File: src/rtl/morse_pkg.sv
// Shared definitions for the Morse symbol player: FSM state encoding and
// timing unit multipliers.
package morse_pkg;

    typedef enum logic [1:0] {
        ST_IDLE = 2'd0,
        ST_MARK = 2'd1,
        ST_GAP  = 2'd2,
        ST_TAIL = 2'd3
    } state_t;

    localparam int DASH_UNITS     = 3;
    localparam int ELEM_GAP_UNITS = 1;
    localparam int CHAR_GAP_UNITS = 3;
    localparam int WORD_GAP_UNITS = 7;

    function automatic int unit_ms(input int units, input int dot_ms);
        return units * dot_ms;
    endfunction

endpackage

File: src/rtl/morse_unit_counter.sv
// Counts ms ticks up to a target; hit is high on the tick that reaches it.
// A load clears the count and takes priority over a tick.
module morse_unit_counter #(
    parameter int CNT_W = 12
) (
    input  logic             clk,
    input  logic             rst,
    input  logic             load,
    input  logic             tick,
    input  logic [CNT_W-1:0] target,
    output logic             hit
);

    logic [CNT_W-1:0] count;

    assign hit = tick && ((count + CNT_W'(1)) == target);

    always_ff @(posedge clk) begin
        if (rst) begin
            count <= '0;
        end else if (load) begin
            count <= '0;
        end else if (tick) begin
            count <= count + CNT_W'(1);
        end
    end

endmodule

File: src/rtl/morse_symbol_player.sv
// Plays one Morse character as timed tone on/off intervals paced by 1 ms ticks.
// Optional MORSE_WORD_GAP_EN adds a word_end input that stretches the tail gap.
//
// state | meaning
// IDLE  | waiting for a character, sym_ready high
// MARK  | tone on for the current dot or dash
// GAP   | inter-element silence
// TAIL  | inter-character (or word) silence, then done
module morse_symbol_player
    import morse_pkg::*;
#(
    parameter int MAX_LEN = 6,
    parameter int DOT_MS  = 250,
    parameter int CNT_W   = 12
) (
    input  logic               clk,
    input  logic               rst,
    input  logic               sym_valid,
    output logic               sym_ready,
    input  logic [2:0]         sym_len,
    input  logic [MAX_LEN-1:0] sym_bits,
    input  logic               abort,
    input  logic               ms_tick,
`ifdef MORSE_WORD_GAP_EN
    input  logic               word_end,
`endif
    output logic               timer_en,
    output logic               tone_on,
    output logic               busy,
    output logic               done
);

    state_t             state;
    logic [MAX_LEN-1:0] bits_q;
    logic [2:0]         len_q;
    logic [2:0]         idx;
    logic [2:0]         len_clamped;
    logic [CNT_W-1:0]   target;
    logic [CNT_W-1:0]   tail_target;
    logic               accept;
    logic               cnt_load;
    logic               cnt_tick;
    logic               hit;

`ifdef MORSE_WORD_GAP_EN
    logic word_end_q;
    assign tail_target = word_end_q ? CNT_W'(unit_ms(WORD_GAP_UNITS, DOT_MS))
                                    : CNT_W'(unit_ms(CHAR_GAP_UNITS, DOT_MS));
`else
    assign tail_target = CNT_W'(unit_ms(CHAR_GAP_UNITS, DOT_MS));
`endif

    assign sym_ready   = (state == ST_IDLE) && !rst;
    assign accept      = sym_valid && sym_ready;
    assign len_clamped = (sym_len > 3'(MAX_LEN)) ? 3'(MAX_LEN) : sym_len;

    // Abort wins over a coincident tick, so the counter never sees that tick.
    assign cnt_tick = ms_tick && (state != ST_IDLE) && !abort;
    assign cnt_load = accept || ((state != ST_IDLE) && (abort || hit));

    always_comb begin
        target = '0;
        case (state)
            ST_MARK: target = bits_q[0] ? CNT_W'(unit_ms(DASH_UNITS, DOT_MS))
                                        : CNT_W'(DOT_MS);
            ST_GAP:  target = CNT_W'(unit_ms(ELEM_GAP_UNITS, DOT_MS));
            ST_TAIL: target = tail_target;
            default: target = '0;
        endcase
    end

    morse_unit_counter #(.CNT_W(CNT_W)) u_counter (
        .clk    (clk),
        .rst    (rst),
        .load   (cnt_load),
        .tick   (cnt_tick),
        .target (target),
        .hit    (hit)
    );

    always_ff @(posedge clk) begin
        if (rst) begin
            state    <= ST_IDLE;
            bits_q   <= '0;
            len_q    <= '0;
            idx      <= '0;
            tone_on  <= 1'b0;
            timer_en <= 1'b0;
            busy     <= 1'b0;
            done     <= 1'b0;
`ifdef MORSE_WORD_GAP_EN
            word_end_q <= 1'b0;
`endif
        end else begin
            done <= 1'b0;
            if (state == ST_IDLE) begin
                busy <= 1'b0;
                if (accept) begin
                    bits_q <= sym_bits;
                    len_q  <= len_clamped;
                    idx    <= '0;
                    busy   <= 1'b1;
`ifdef MORSE_WORD_GAP_EN
                    word_end_q <= word_end;
`endif
                    if (len_clamped == 3'd0) begin
                        done <= 1'b1;
                    end else begin
                        state    <= ST_MARK;
                        tone_on  <= 1'b1;
                        timer_en <= 1'b1;
                    end
                end
            end else if (abort) begin
                state    <= ST_IDLE;
                tone_on  <= 1'b0;
                timer_en <= 1'b0;
                busy     <= 1'b0;
            end else if (hit) begin
                case (state)
                    ST_MARK: begin
                        tone_on <= 1'b0;
                        state   <= (idx == len_q - 3'd1) ? ST_TAIL : ST_GAP;
                    end
                    ST_GAP: begin
                        state   <= ST_MARK;
                        tone_on <= 1'b1;
                        bits_q  <= bits_q >> 1;
                        idx     <= idx + 3'd1;
                    end
                    ST_TAIL: begin
                        state    <= ST_IDLE;
                        timer_en <= 1'b0;
                        busy     <= 1'b0;
                        done     <= 1'b1;
                    end
                    default: state <= ST_IDLE;
                endcase
            end
        end
    end

endmodule

File: config.mk
export PLATFORM = sky130hd
export DESIGN_NAME = morse_symbol_player
export DESIGN_NICKNAME = d
export VERILOG_FILES = /design/src/rtl/morse_pkg.sv /design/src/rtl/morse_unit_counter.sv /design/src/rtl/morse_symbol_player.sv
export SDC_FILE = /design/constraint.sdc
export NUM_CORES = 1
export LEC_CHECK = 0
export BUFFER_PORTS_ARGS = -buffer_cell sky130_fd_sc_hd__buf_2
export CORE_MARGIN = 4
export CORE_UTILIZATION = 33
export DETAILED_ROUTE_END_ITERATION = 10
export PLACE_DENSITY = 0.48
export SLEW_MARGIN = 5
export SYNTH_ARGS = -nofsm -noshare
export SYNTH_HDL_FRONTEND = slang
export SYNTH_SLANG_ARGS = --single-unit
File: constraint.sdc
create_clock -name clk -period 3.11 [get_ports clk]
set_input_delay 0.622 -clock clk [delete_from_list [all_inputs] [get_ports clk]]
set_output_delay 0.622 -clock clk [all_outputs]
set_load 0.02 [all_outputs]
-- After elaboration in Yosys (flattened, before gate mapping)
Cells that the tools add are included.
Widths: inputs -> output; s select.
- register bits after elaboration: 30
- input bits: 14
- output and inout port bits: 5
- word-level logic and storage cells: 84
- add/sub/neg operators: 3
- magnitude comparators: 1
- eq/ne operators: 8
- mux-type cells: 38
- reduce and logical (&&, ||, !) cells: 25
- operator list (operator ; number):
    $mux 6 ; 5
    $pmux 10 s3 ; 1
    $mux 1 ; 18
    $mux 3 ; 6
    $add 12x1->12 const B ; 1
    $eq 12x10->1 ; 1
    $reduce_and 4->1 ; 3
    $mux 10 ; 1
    $mux 2 ; 5
    $logic_and 1x1->1 ; 6
    $reduce_bool 2->1 ; 3
    $reduce_bool 3->1 ; 2
    $eq 2x2->1 const B ; 2
    $ne 2x2->1 const B ; 2
    $pmux 2 s2 ; 1
    $reduce_and 2->1 ; 2
    $reduce_bool 4->1 ; 1
    $add 3x1->3 const B ; 1
    $eq 3x3->1 ; 1
    $gt 3x3->1 const B ; 1
    $logic_not 3->1 ; 1
    $reduce_and 3->1 ; 1
    $sub 3x1->3 const B ; 1
    $eq 2x1->1 const B ; 1
    other kinds (6) ; 8

-- Longest topological paths before layout
Gate-level depths: netlist (run 1).
- depth in word-level cells: 8
- depth in mapped cells: 12
- depth with buffers taken out: 9

-- Hierarchy
From an unflattened synthesis (run 1), not the netlist that was laid out.
- cell total of the unflattened synthesis: 224
- area total of the unflattened synthesis: 1890.6 um^2
- by module, submodules not included (module ; times used ; cells each ; area each (um^2) ; seq. area each (um^2)):
    morse_symbol_player ; 1 ; 117 ; 1018.5 ; 360.3
    morse_unit_counter ; 1 ; 107 ; 872.1 ; 240.2

-- Worst setup path after synthesis (run 1)
Ideal clock, no wire load.
- path kind: register -> register
- start point: register state[0]
- end point: register idx[2]
- setup time: 0.144 ns
- data arrival time: 2.441 ns
- required time: 2.966 ns
- setup slack: 0.525 ns
- cell stages (with the launch flop): 11
- path buffers: 1
- clock period less this slack: 2.585 ns
- cells stage by stage: dfxtp_1 > inv_1 > ha_1 > buf_2 > nor2_4 > and3_1 > o311ai_0 > a2111o_1 > nor4_1 > mux2i_1 > o311ai_0
- cells in the longest elaborated chain, start to end: 6
- elaborated cells between the ends (all ways): 18
- classes of those cells: eq/ne (6); mux (2); reduce/logical (10)
- ends and longest elaborated chain (item ; line ; text):
    start, declared ; morse_symbol_player.sv:33 ; state_t state;
    start signal, assigned ; morse_symbol_player.sv:123 ; state <= (idx == len_q - 3'd1) ? ST_TAIL : ST_GAP;
    $eq 2x2->1, or another cell as far along ; morse_symbol_player.sv:63 ; case (state)
    $pmux 10 s3 / $logic_and 1x1->1 (equally long branches) ; morse_symbol_player.sv:63, morse_symbol_player.sv:58 ;
    $eq 12x10->1 / $logic_and 1x1->1 (equally long branches) ; morse_unit_counter.sv:16, morse_symbol_player.sv:58 ;
    $logic_and 1x1->1 ; morse_unit_counter.sv:16 ; assign hit = tick && ((count + CNT_W'(1)) == target);
    $reduce_bool 2->1 (no line) ; n/a ;
    $reduce_and 4->1 (no line) ; n/a ;
    end signal, assigned ; morse_symbol_player.sv:129 ; idx <= idx + 3'd1;
    end, declared ; morse_symbol_player.sv:36 ; logic [2:0] idx;
Parallel ways exist; a longest one is shown, timed or not.
A chain may end at the register's enable or synchronous reset.

-- Final worst setup path (run 1)
- start point: register state[1]
- end point: register bits_q[1]
- cells in the longest elaborated chain, start to end: 6
- elaborated cells between the ends (all ways): 18
- classes of those cells: eq/ne (6); mux (2); reduce/logical (10)
- ends and longest elaborated chain (item ; line ; text):
    $eq 2x2->1, or another cell as far along ; morse_symbol_player.sv:63 ;
    $pmux 10 s3 / $logic_and 1x1->1 (equally long branches) ; morse_symbol_player.sv:63, morse_symbol_player.sv:58 ;
    $eq 12x10->1 / $logic_and 1x1->1 (equally long branches) ; morse_unit_counter.sv:16, morse_symbol_player.sv:58 ;
    $logic_and 1x1->1 ; morse_unit_counter.sv:16 ;
    $reduce_bool 2->1 (no line) ; n/a ;
    $reduce_and 4->1 (no line) ; n/a ;
    end signal, assigned ; morse_symbol_player.sv:99 ; bits_q <= sym_bits;
    end signal, assigned ; morse_symbol_player.sv:128 ; bits_q <= bits_q >> 1;
    end, declared ; morse_symbol_player.sv:34 ; logic [MAX_LEN-1:0] bits_q;
Parallel ways exist; a longest one is shown, timed or not.

==> impl_metrics.env, run 1 <==
export IMPL_status="finished clean"
export IMPL_num_nets_final=284
export IMPL_fin_cells=338
export IMPL_p_leak_nw=0.858
export IMPL_ys_top_cells_by_area="dfxtp_1, mux2i_1, nor3_1, ha_1, xor2_1"
export IMPL_grt_overflow=0
export IMPL_synthMuxAreaShare=0.0582
export IMPL_fin_crit_sh=0.914
export IMPL_netSwitchingFraction=0.289
export IMPL_dp_slack_ns=0.194
export IMPL_finalWirelength_mm=5.48
export IMPL_synth_compound_area_frac=0.203
export IMPL_root_buffer="clkbuf_8"
export IMPL_yosys_area_top_type="dfxtp_1"
export IMPL_nFillCells=617
export IMPL_cp_arrival_ns=3.00
export IMPL_fin_crit_ns=2.84
export IMPL_r2r_start="state[1]"
export IMPL_relSlewSlack=0.631
export IMPL_seqCellArea_um2=601
export IMPL_fin_hold_ws_ns=0.489
export IMPL_ys_types=60
export IMPL_worstPathCellList="inv_1 -> ha_1 -> inv_2 -> or3_1 -> a32oi_1 -> nand4b_1 -> or4_4 -> o21ai_1 -> a211oi_1"
export IMPL_coreArea_um2=5990
export IMPL_path_buf_inv=2
export IMPL_critPathCaptureType="flip-flop"
export IMPL_postCtsSetupBuffers=0
export IMPL_grt_pass1_wl_mm=9.33
export IMPL_start_util=0.344
export IMPL_area_growth_pct=10.7
export IMPL_synth_cells=249
export IMPL_drive_above_1_share=0.179
export IMPL_dp_hpwl_mm=4.01
export IMPL_path_depth=9
export IMPL_first_pass_iters=4
export IMPL_setup_violations=0
export IMPL_syn_nets=270
export IMPL_synth_area_um2=2060
export IMPL_worst_r2r_cell_count=9
export IMPL_die_width_um=87.1
export IMPL_cp_startpoint="state[1]"
export IMPL_critPathMaxStageDelay_ns=0.48
export IMPL_clk_pin_slew_worst_paths_ns=0.07
export IMPL_place_inst=331
export IMPL_seqPwrFrac=0.485
export IMPL_cts_sinks=30
export IMPL_h_tree_depth=2
export IMPL_wl_per_cell_um=16.2
export IMPL_grt_pass1_vias=1802
export IMPL_std_cell_rows=28
export IMPL_netSwitchingPower_uw=244
export IMPL_slowest_stage="or4_4"
export IMPL_ios=19
export IMPL_ys_ff_latch=30
export IMPL_vdd_drop_max_mv=0.135
export IMPL_synth_edf_count=0
export IMPL_final_common_cell="dfxtp_1"
export IMPL_tightest_slew_ns=0.554
export IMPL_critical_path_max_fanout=12
export IMPL_crit_path_end="bits_q[1]"
export IMPL_drtIter0Drc=132
export IMPL_synth_simple_area_share=0.273
export IMPL_die_height_um=87.1
export IMPL_drc=0
export IMPL_dieArea_um2=7580
export IMPL_synthXorXnorAreaFrac=0.0679
export IMPL_p_clk_frac=0.366
export IMPL_ant_nets=0
export IMPL_rsz0062_at_grt="no"
export IMPL_tns_ns=0
export IMPL_antennaDiodeCount=0
export IMPL_gp_congestion=0.838
export IMPL_cts_tree="built"
export IMPL_cp_required_ns=3.26
export IMPL_intPower_uw=598
export IMPL_cp_top_family="simple AND/OR/NAND/NOR gates"
export IMPL_synthFlopType="dfxtp_1"
export IMPL_clockBufferDepth=2
export IMPL_power_uw=842
export IMPL_antenna_found_initial=0
export IMPL_synth_fa_ha_area_frac=0.0424
export IMPL_clk_latency_ns=0.29
export IMPL_finClkSkew_ns=0.00688
export IMPL_powerDensity_nw_per_um2=368
export IMPL_layout_setup_ws_ns=0.266
export IMPL_layout_common_cells="dfxtp_1, nand2_1, nor3_1, buf_2, nor2_1"
export IMPL_finalHoldViolations=0
export IMPL_multi_input_area_um2=1340
export IMPL_r2r_slack_ns=0.27
export IMPL_vias=1915
export IMPL_grt_usage=0.158
export IMPL_synth_top_family_by_area="simple AND/OR/NAND/NOR gates"
export IMPL_yosysTopAreaCellShare=0.291
export IMPL_maxCapViolations=0
export IMPL_hp_class="flip-flop to flip-flop"
export IMPL_crit_type="flip-flop to flip-flop"
export IMPL_startpoint_type="flip-flop"
export IMPL_pwr_share_comb=0.149
export IMPL_fmax_mhz=352
export IMPL_viasPerCell=5.67
export IMPL_maxSlewViolCount=0
export IMPL_portBuffers=18
export IMPL_cts_buffers=5
export IMPL_ys_warn_count=0
export IMPL_yosysSeqAreaShare=0.291
export IMPL_syn_avg_cell_area_um2=8.29
export IMPL_reg2reg_to="bits_q[1]"
export IMPL_synthArstFlopShare=0
export IMPL_grt_max_degree=36
export IMPL_holdBufCountCts=0
==> area by class of cell <==
cell class | instances | share of cell area
Tap cell | 75 | 0.0411
Inverter | 8 | 0.0131
Timing Repair Buffer | 25 | 0.0624
Clock inverter | 2 | 0.00438
Sequential cell | 30 | 0.263
Multi-Input combinational cell | 193 | 0.586
Clock buffer | 5 | 0.0301
==> worst min-delay path by stage <==
| stage | cells past startpoint | to | slack [ns] | startpoint |
|---|---|---|---|---|
| 6_report | 2 | len_q[2] | 0.49 | len_q[2] |
| 5_1_grt | 2 | len_q[0] | 0.50 | len_q[0] |
| 4_1_cts | 2 | len_q[0] | 0.49 | len_q[0] |
| 3_5_place_dp | 2 | len_q[0] | 0.48 | len_q[0] |
| 3_3_place_gp | 2 | len_q[0] | 0.47 | len_q[0] |
| 2_1_floorplan | 2 | len_q[1] | 0.45 | len_q[1] |
==> cell families after synthesis <==
logic type	Yosys count
AO/OA/AOI/OAI	55
XOR/XNOR	16
adder cells (fa/ha/maj)	7
buffers and inverters	26
flip-flops	30
multiplexers	12
AND/OR/NAND/NOR	103
==> cell usage after synthesis, types with 2 or more instances <==
cell type  count
a211oi_1      10
a21oi_1        7
a22o_1         2
a31o_2         2
a31oi_1        3
and2_1         2
and3_1         3
buf_2          5
buf_4          4
buf_6          2
clkbuf_1       6
dfxtp_1       30
ha_1           7
inv_1          7
mux2i_1       12
nand2_1       23
nand2b_1       2
nand3_1       10
nand3b_1       3
nand4_1        2
nand4b_1       2
nor2_1        15
nor2b_1        3
nor3_1        18
nor4_1         7
nor4b_1        2
o211ai_1       4
o21ai_0        6
o21ai_1        2
o311ai_0       2
o41ai_1        2
or3_1          2
xnor2_1        6
xor2_1        10
==> metrics by stage <==
stage / utilization / area (um^2)
after floorplan: - / 2060
after global placement: 0.367 / 2200
after detailed placement: 0.367 / 2200
after CTS: 0.380 / 2270
after global routing: 0.381 / 2280
final: 0.381 / 2280
==> repair_timing <==
action / CTS / global route
setup endpoints to repair: 0 / 1
hold endpoints to repair: 0 / 0
resized for setup: 0 / 2
==> metal layers <==
metal  track usage  part of all wire  vias up
met4        0.0581             0.018        0
li1              -                 -      956
met5             0                 0        -
met2         0.232              0.42       38
met3        0.0293             0.034       10
met1         0.229              0.53      911
==> worst register-to-register path, delay by kind of cell (launching register included) <==
kind | cells | cell delay (ns)
adder cells (fa/ha/maj) | 1 | 0.35
AO/OA/AOI/OAI | 3 | 0.68
buffers and inverters | 2 | 0.32
AND/OR/NAND/NOR | 3 | 1.03
flip-flops | 1 | 0.33
==> flip-flops by register name, indices dropped and copies added (netlist names) <==
register	cells
tone_on	1
u_counter.count	12
state	2
idx	3
busy	1
len_q	3
done	1
bits_q	6
timer_en	1
==> power groups by stage <==
stage	Sequential, mW	Clock [mW]	Combinational [mW]
floorplan	0.420	0	0.0802
CTS	0.409	0.312	0.126
global placement	0.417	0	0.125
finish	0.409	0.308	0.126
detailed placement	0.417	0	0.125
global route	0.411	0.321	0.139
Power figures use the tool's default switching activity.
==> inputs of run 2 (changes only) <==
--- a/config.mk
+++ b/config.mk
@@ -7,9 +7,9 @@
 export LEC_CHECK = 0
 export BUFFER_PORTS_ARGS = -buffer_cell sky130_fd_sc_hd__buf_2
 export CORE_MARGIN = 4
-export CORE_UTILIZATION = 33
+export CORE_UTILIZATION = 40
 export DETAILED_ROUTE_END_ITERATION = 10
-export PLACE_DENSITY = 0.48
+export PLACE_DENSITY = 0.56
 export SLEW_MARGIN = 5
 export SYNTH_ARGS = -nofsm -noshare
 export SYNTH_HDL_FRONTEND = slang
==> impl_metrics.env, run 2 (synthesized netlist as in run 1, its figures left out) <==
export IMPL_fin_hold_ws_ns=0.482
export IMPL_grt_max_degree=36
export IMPL_antennaDiodeCount=0
export IMPL_hp_class="flip-flop to flip-flop"
export IMPL_die_width_um=79.8
export IMPL_place_inst=322
export IMPL_tightest_slew_ns=0.600
export IMPL_dp_hpwl_mm=3.57
export IMPL_viasPerCell=5.69
export IMPL_vdd_drop_max_mv=0.268
export IMPL_crit_type="flip-flop to flip-flop"
export IMPL_status="finished clean"
export IMPL_powerDensity_nw_per_um2=408
export IMPL_fin_cells=330
export IMPL_finalHoldViolations=0
export IMPL_cts_tree="built"
export IMPL_tns_ns=0
export IMPL_grt_usage=0.174
export IMPL_antenna_found_initial=0
export IMPL_relSlewSlack=0.600
export IMPL_first_pass_iters=4
export IMPL_cp_required_ns=3.28
export IMPL_gp_congestion=0.809
export IMPL_clk_pin_slew_worst_paths_ns=0.07
export IMPL_start_util=0.426
export IMPL_portBuffers=18
export IMPL_num_nets_final=283
export IMPL_rsz0062_at_grt="no"
export IMPL_setup_violations=0
export IMPL_wl_per_cell_um=15.4
export IMPL_fin_crit_ns=2.84
export IMPL_hold_path_depth=2
export IMPL_p_leak_nw=0.859
export IMPL_top_register="u_counter.count"
export IMPL_clockBufferDepth=2
export IMPL_maxSlewViolCount=0
export IMPL_fmax_mhz=352
export IMPL_layout_common_cells="dfxtp_1, nand2_1, nor3_1, buf_2, nor2_1"
export IMPL_cp_arrival_ns=3.01
export IMPL_layout_setup_ws_ns=0.268
export IMPL_fin_crit_sh=0.914
export IMPL_die_height_um=79.8
export IMPL_cts_buffers=5
export IMPL_worst_r2r_cell_count=10
export IMPL_nFillCells=476
export IMPL_root_buffer="clkbuf_8"
export IMPL_vias=1877
export IMPL_area_growth_pct=11.4
export IMPL_dp_slack_ns=0.205
export IMPL_finClkSkew_ns=0.00634
export IMPL_cts_sinks=30
export IMPL_maxCapViolations=0
export IMPL_dpl_cell_area_um2=2180
export IMPL_drive_above_1_share=0.175
export IMPL_drc=0
export IMPL_final_cell_area_um2=2300
export IMPL_std_cell_rows=25
export IMPL_coreArea_um2=4850
export IMPL_critPathCaptureType="flip-flop"
export IMPL_ios=19
export IMPL_grt_pass1_vias=1751
export IMPL_drtIter0Drc=123
export IMPL_clk_latency_ns=0.30
export IMPL_largest_register_ffs=12
export IMPL_final_common_cell="dfxtp_1"
export IMPL_grt_overflow=0
export IMPL_dieArea_um2=6370
export IMPL_grt_pass1_wl_mm=8.69
export IMPL_postCtsSetupBuffers=0
export IMPL_ant_nets=0
export IMPL_reg_top3="u_counter.count (12), bits_q (6)"
export IMPL_finalWirelength_mm=5.08
export IMPL_startpoint_type="flip-flop"
export IMPL_h_tree_depth=2
export IMPL_critical_path_max_fanout=11
run 2: power breakdown:
group          leakage [nW]  internal [mW]  switching [mW]
logic                 0.564         0.0493          0.0751
clock network        0.0504          0.238           0.168
registers             0.244          0.398         0.00960
total                 0.859          0.686           0.253
run 2: cell type report:
cell class / count / area [um^2] / area share
sequential: 30 / 601 / 0.261
clock buffer: 5 / 68.8 / 0.0299
clock inverter: 3 / 45.0 / 0.0196
inverter: 8 / 30.0 / 0.0131
timing repair buffer: 24 / 135 / 0.0588
tap: 67 / 83.8 / 0.0365
multi-input combinational: 193 / 1340 / 0.581
run 2: worst paths after layout:
kind	from	end	slack [ns]
max	state[0]	bits_q[3]	0.27
min	len_q[1]	len_q[1]	0.48
max reg2reg	state[0]	bits_q[3]	0.27
min reg2reg	len_q[1]	len_q[1]	0.48
run 2: critical path, stage by stage (launching register included):
cell and delay [ns]:
dfxtp_1 0.43, inv_1 0.10, ha_1 0.30, buf_4 0.20, o211ai_1 0.18, o221ai_1 0.17
a32oi_1 0.20, nand4b_1 0.15, or4_4 0.48, o21ai_1 0.37, a211oi_1 0.13
run 2: per-layer routing:
| metal | GRT usage | share of wire | wire length (um) | vias up |
|---|---|---|---|---|
| met5 | 0 | 0 | 0 | - |
| met4 | 0.0608 | 0.014 | 73 | 0 |
| met3 | 0.0339 | 0.041 | 206 | 7 |
| met2 | 0.237 | 0.42 | 2140 | 33 |
| met1 | 0.267 | 0.52 | 2660 | 880 |
| li1 | - | - | - | 957 |
run 2: repair_timing:
action                                  CTS  global route
endpoints found under the setup margin    0             1
hold buffers                              0             0
resized for setup                         0             1
run 2: metrics by stage:
stage / utilization / power [mW]
2_1_floorplan: - / 0.500
3_3_place_gp: 0.449 / 0.541
3_5_place_dp: 0.449 / 0.540
4_1_cts: 0.473 / 0.947
5_1_grt: 0.474 / 0.972
6_report: 0.474 / 0.939
==> inputs of run 3 (changes only) <==
--- a/config.mk
+++ b/config.mk
@@ -7,10 +7,11 @@
 export LEC_CHECK = 0
 export BUFFER_PORTS_ARGS = -buffer_cell sky130_fd_sc_hd__buf_2
 export CORE_MARGIN = 4
-export CORE_UTILIZATION = 40
+export CORE_UTILIZATION = 28
 export DETAILED_ROUTE_END_ITERATION = 10
-export PLACE_DENSITY = 0.56
+export PLACE_DENSITY = 0.43
 export SLEW_MARGIN = 5
 export SYNTH_ARGS = -nofsm -noshare
 export SYNTH_HDL_FRONTEND = slang
 export SYNTH_SLANG_ARGS = --single-unit
+export TNS_END_PERCENT = 1
==> impl_metrics.env, run 3 (synthesized netlist as in run 1, its figures left out) <==
export IMPL_finClkSkew_ns=0.00550
export IMPL_reg_top3="u_counter.count (12), bits_q (6)"
export IMPL_layout_common_cells="dfxtp_1, nand2_1, nor3_1, buf_2, nor2_1"
export IMPL_maxCapViolations=0
export IMPL_nFillCells=787
export IMPL_finalHoldViolations=0
export IMPL_startpoint_type="flip-flop"
export IMPL_cp_arrival_ns=3.01
export IMPL_crit_type="flip-flop to flip-flop"
export IMPL_tns_ns=0
export IMPL_grt_usage=0.138
export IMPL_fin_cells=367
export IMPL_drtIter0Drc=76
export IMPL_wl_per_cell_um=15.6
export IMPL_fin_hold_ws_ns=0.489
export IMPL_vias=1914
export IMPL_clk_latency_ns=0.28
export IMPL_cp_required_ns=3.25
export IMPL_p_clk_frac=0.358
export IMPL_clk_pin_slew_worst_paths_ns=0.07
export IMPL_largest_register_ffs=12
export IMPL_antenna_found_initial=0
export IMPL_gp_congestion=0.845
export IMPL_drc=0
export IMPL_netSwitchingFraction=0.283
export IMPL_antennaDiodeCount=0
export IMPL_fin_crit_ns=2.87
export IMPL_cts_sinks=30
export IMPL_relSlewSlack=0.575
export IMPL_setup_violations=0
export IMPL_fin_crit_sh=0.921
export IMPL_coreArea_um2=7210
export IMPL_intPower_uw=599
export IMPL_num_nets_final=289
export IMPL_dp_slack_ns=0.0985
export IMPL_grt_max_degree=36
export IMPL_final_common_cell="dfxtp_1"
export IMPL_top_register="u_counter.count"
export IMPL_layout_setup_ws_ns=0.245
export IMPL_place_inst=360
export IMPL_grt_overflow=0
export IMPL_fmax_mhz=349
export IMPL_dp_hpwl_mm=4.28
export IMPL_cts_buffers=5
export IMPL_std_cell_rows=31
export IMPL_clockBufferDepth=2
export IMPL_portBuffers=18
export IMPL_die_width_um=93.8
export IMPL_dieArea_um2=8810
export IMPL_start_util=0.286
export IMPL_die_height_um=93.8
export IMPL_finalWirelength_mm=5.73
export IMPL_cts_tree="built"
export IMPL_first_pass_iters=4
export IMPL_p_leak_nw=0.883
export IMPL_powerDensity_nw_per_um2=356
export IMPL_grt_pass1_wl_mm=9.58
export IMPL_critPathCaptureType="flip-flop"
export IMPL_pwr_share_comb=0.154
export IMPL_area_growth_pct=13.8
export IMPL_grt_pass1_vias=1861
export IMPL_drive_above_1_share=0.190
export IMPL_maxSlewViolCount=0
export IMPL_h_tree_depth=2
export IMPL_root_buffer="clkbuf_8"
export IMPL_tightest_slew_ns=0.638
export IMPL_critical_path_max_fanout=10
export IMPL_holdBufCountCts=0
export IMPL_status="finished clean"
export IMPL_ios=19
export IMPL_hp_class="flip-flop to flip-flop"
export IMPL_viasPerCell=5.22
export IMPL_ant_nets=0
export IMPL_netSwitchingPower_uw=237
export IMPL_seqPwrFrac=0.488
export IMPL_vdd_drop_max_mv=0.108
export IMPL_rsz0062_at_grt="no"
export IMPL_fin_util=0.326
-- run 3: per-stage QoR --
stage	power (mW)	cell area [um^2]
floorplan	0.500	2060
global placement	0.547	2260
detailed placement	0.545	2260
CTS	0.846	2340
global route	0.875	2350
finish	0.836	2350
-- run 3: worst max-delay path, stage by stage, from the launching register on --
cell and delay [ns]:
dfxtp_1 0.33, inv_1 0.13, ha_1 0.36, inv_2 0.14, or3_1 0.38, a32oi_1 0.20, nand4b_1 0.15, or4_4 0.48
o21ai_1 0.39, a211oi_1 0.15
-- run 3: repair_timing --
| action | 4_1_cts | 5_1_grt |
|---|---|---|
| setup endpoints to repair | 0 | 1 |
| endpoints found under the hold margin | 0 | 0 |
| gates resized for setup | 0 | 1 |
| setup buffers | 0 | 0 |
-- run 3: final timing paths --
kind / from / endpoint / slack [ns] / cells after the start
worst max-delay path: state[1] / bits_q[3] / 0.24 / 9
worst max register to register: state[1] / bits_q[3] / 0.24 / 9
worst min register to register: len_q[0] / len_q[0] / 0.49 / 2
worst min-delay path: len_q[0] / len_q[0] / 0.49 / 2
-- run 3: per-layer routing --
layer  vias to the layer above  track usage  wire length [um]
met5                         -            0                 0
met4                         0       0.0409                65
met3                         6       0.0248               212
met2                        38        0.211              2600
met1                       908        0.197              2850
li1                        962            -                 -
-- run 3: area by class of cell --
cell class	count	area, um^2	area share
Clock inverter	2	10.0	0.00426
Clock buffer	5	68.8	0.0293
Multi-Input combinational cell	193	1340	0.568
Sequential cell	30	601	0.256
Inverter	8	30.0	0.0128
Timing Repair Buffer	30	180	0.0767
Tap cell	99	124	0.0527
-- run 3: power groups by stage --
stage | sequential [mW] | combinational, mW | clock (mW)
2_1_floorplan | 0.420 | 0.0802 | 0
3_3_place_gp | 0.417 | 0.131 | 0
3_5_place_dp | 0.417 | 0.128 | 0
4_1_cts | 0.408 | 0.129 | 0.309
5_1_grt | 0.410 | 0.142 | 0.322
6_report | 0.408 | 0.129 | 0.300
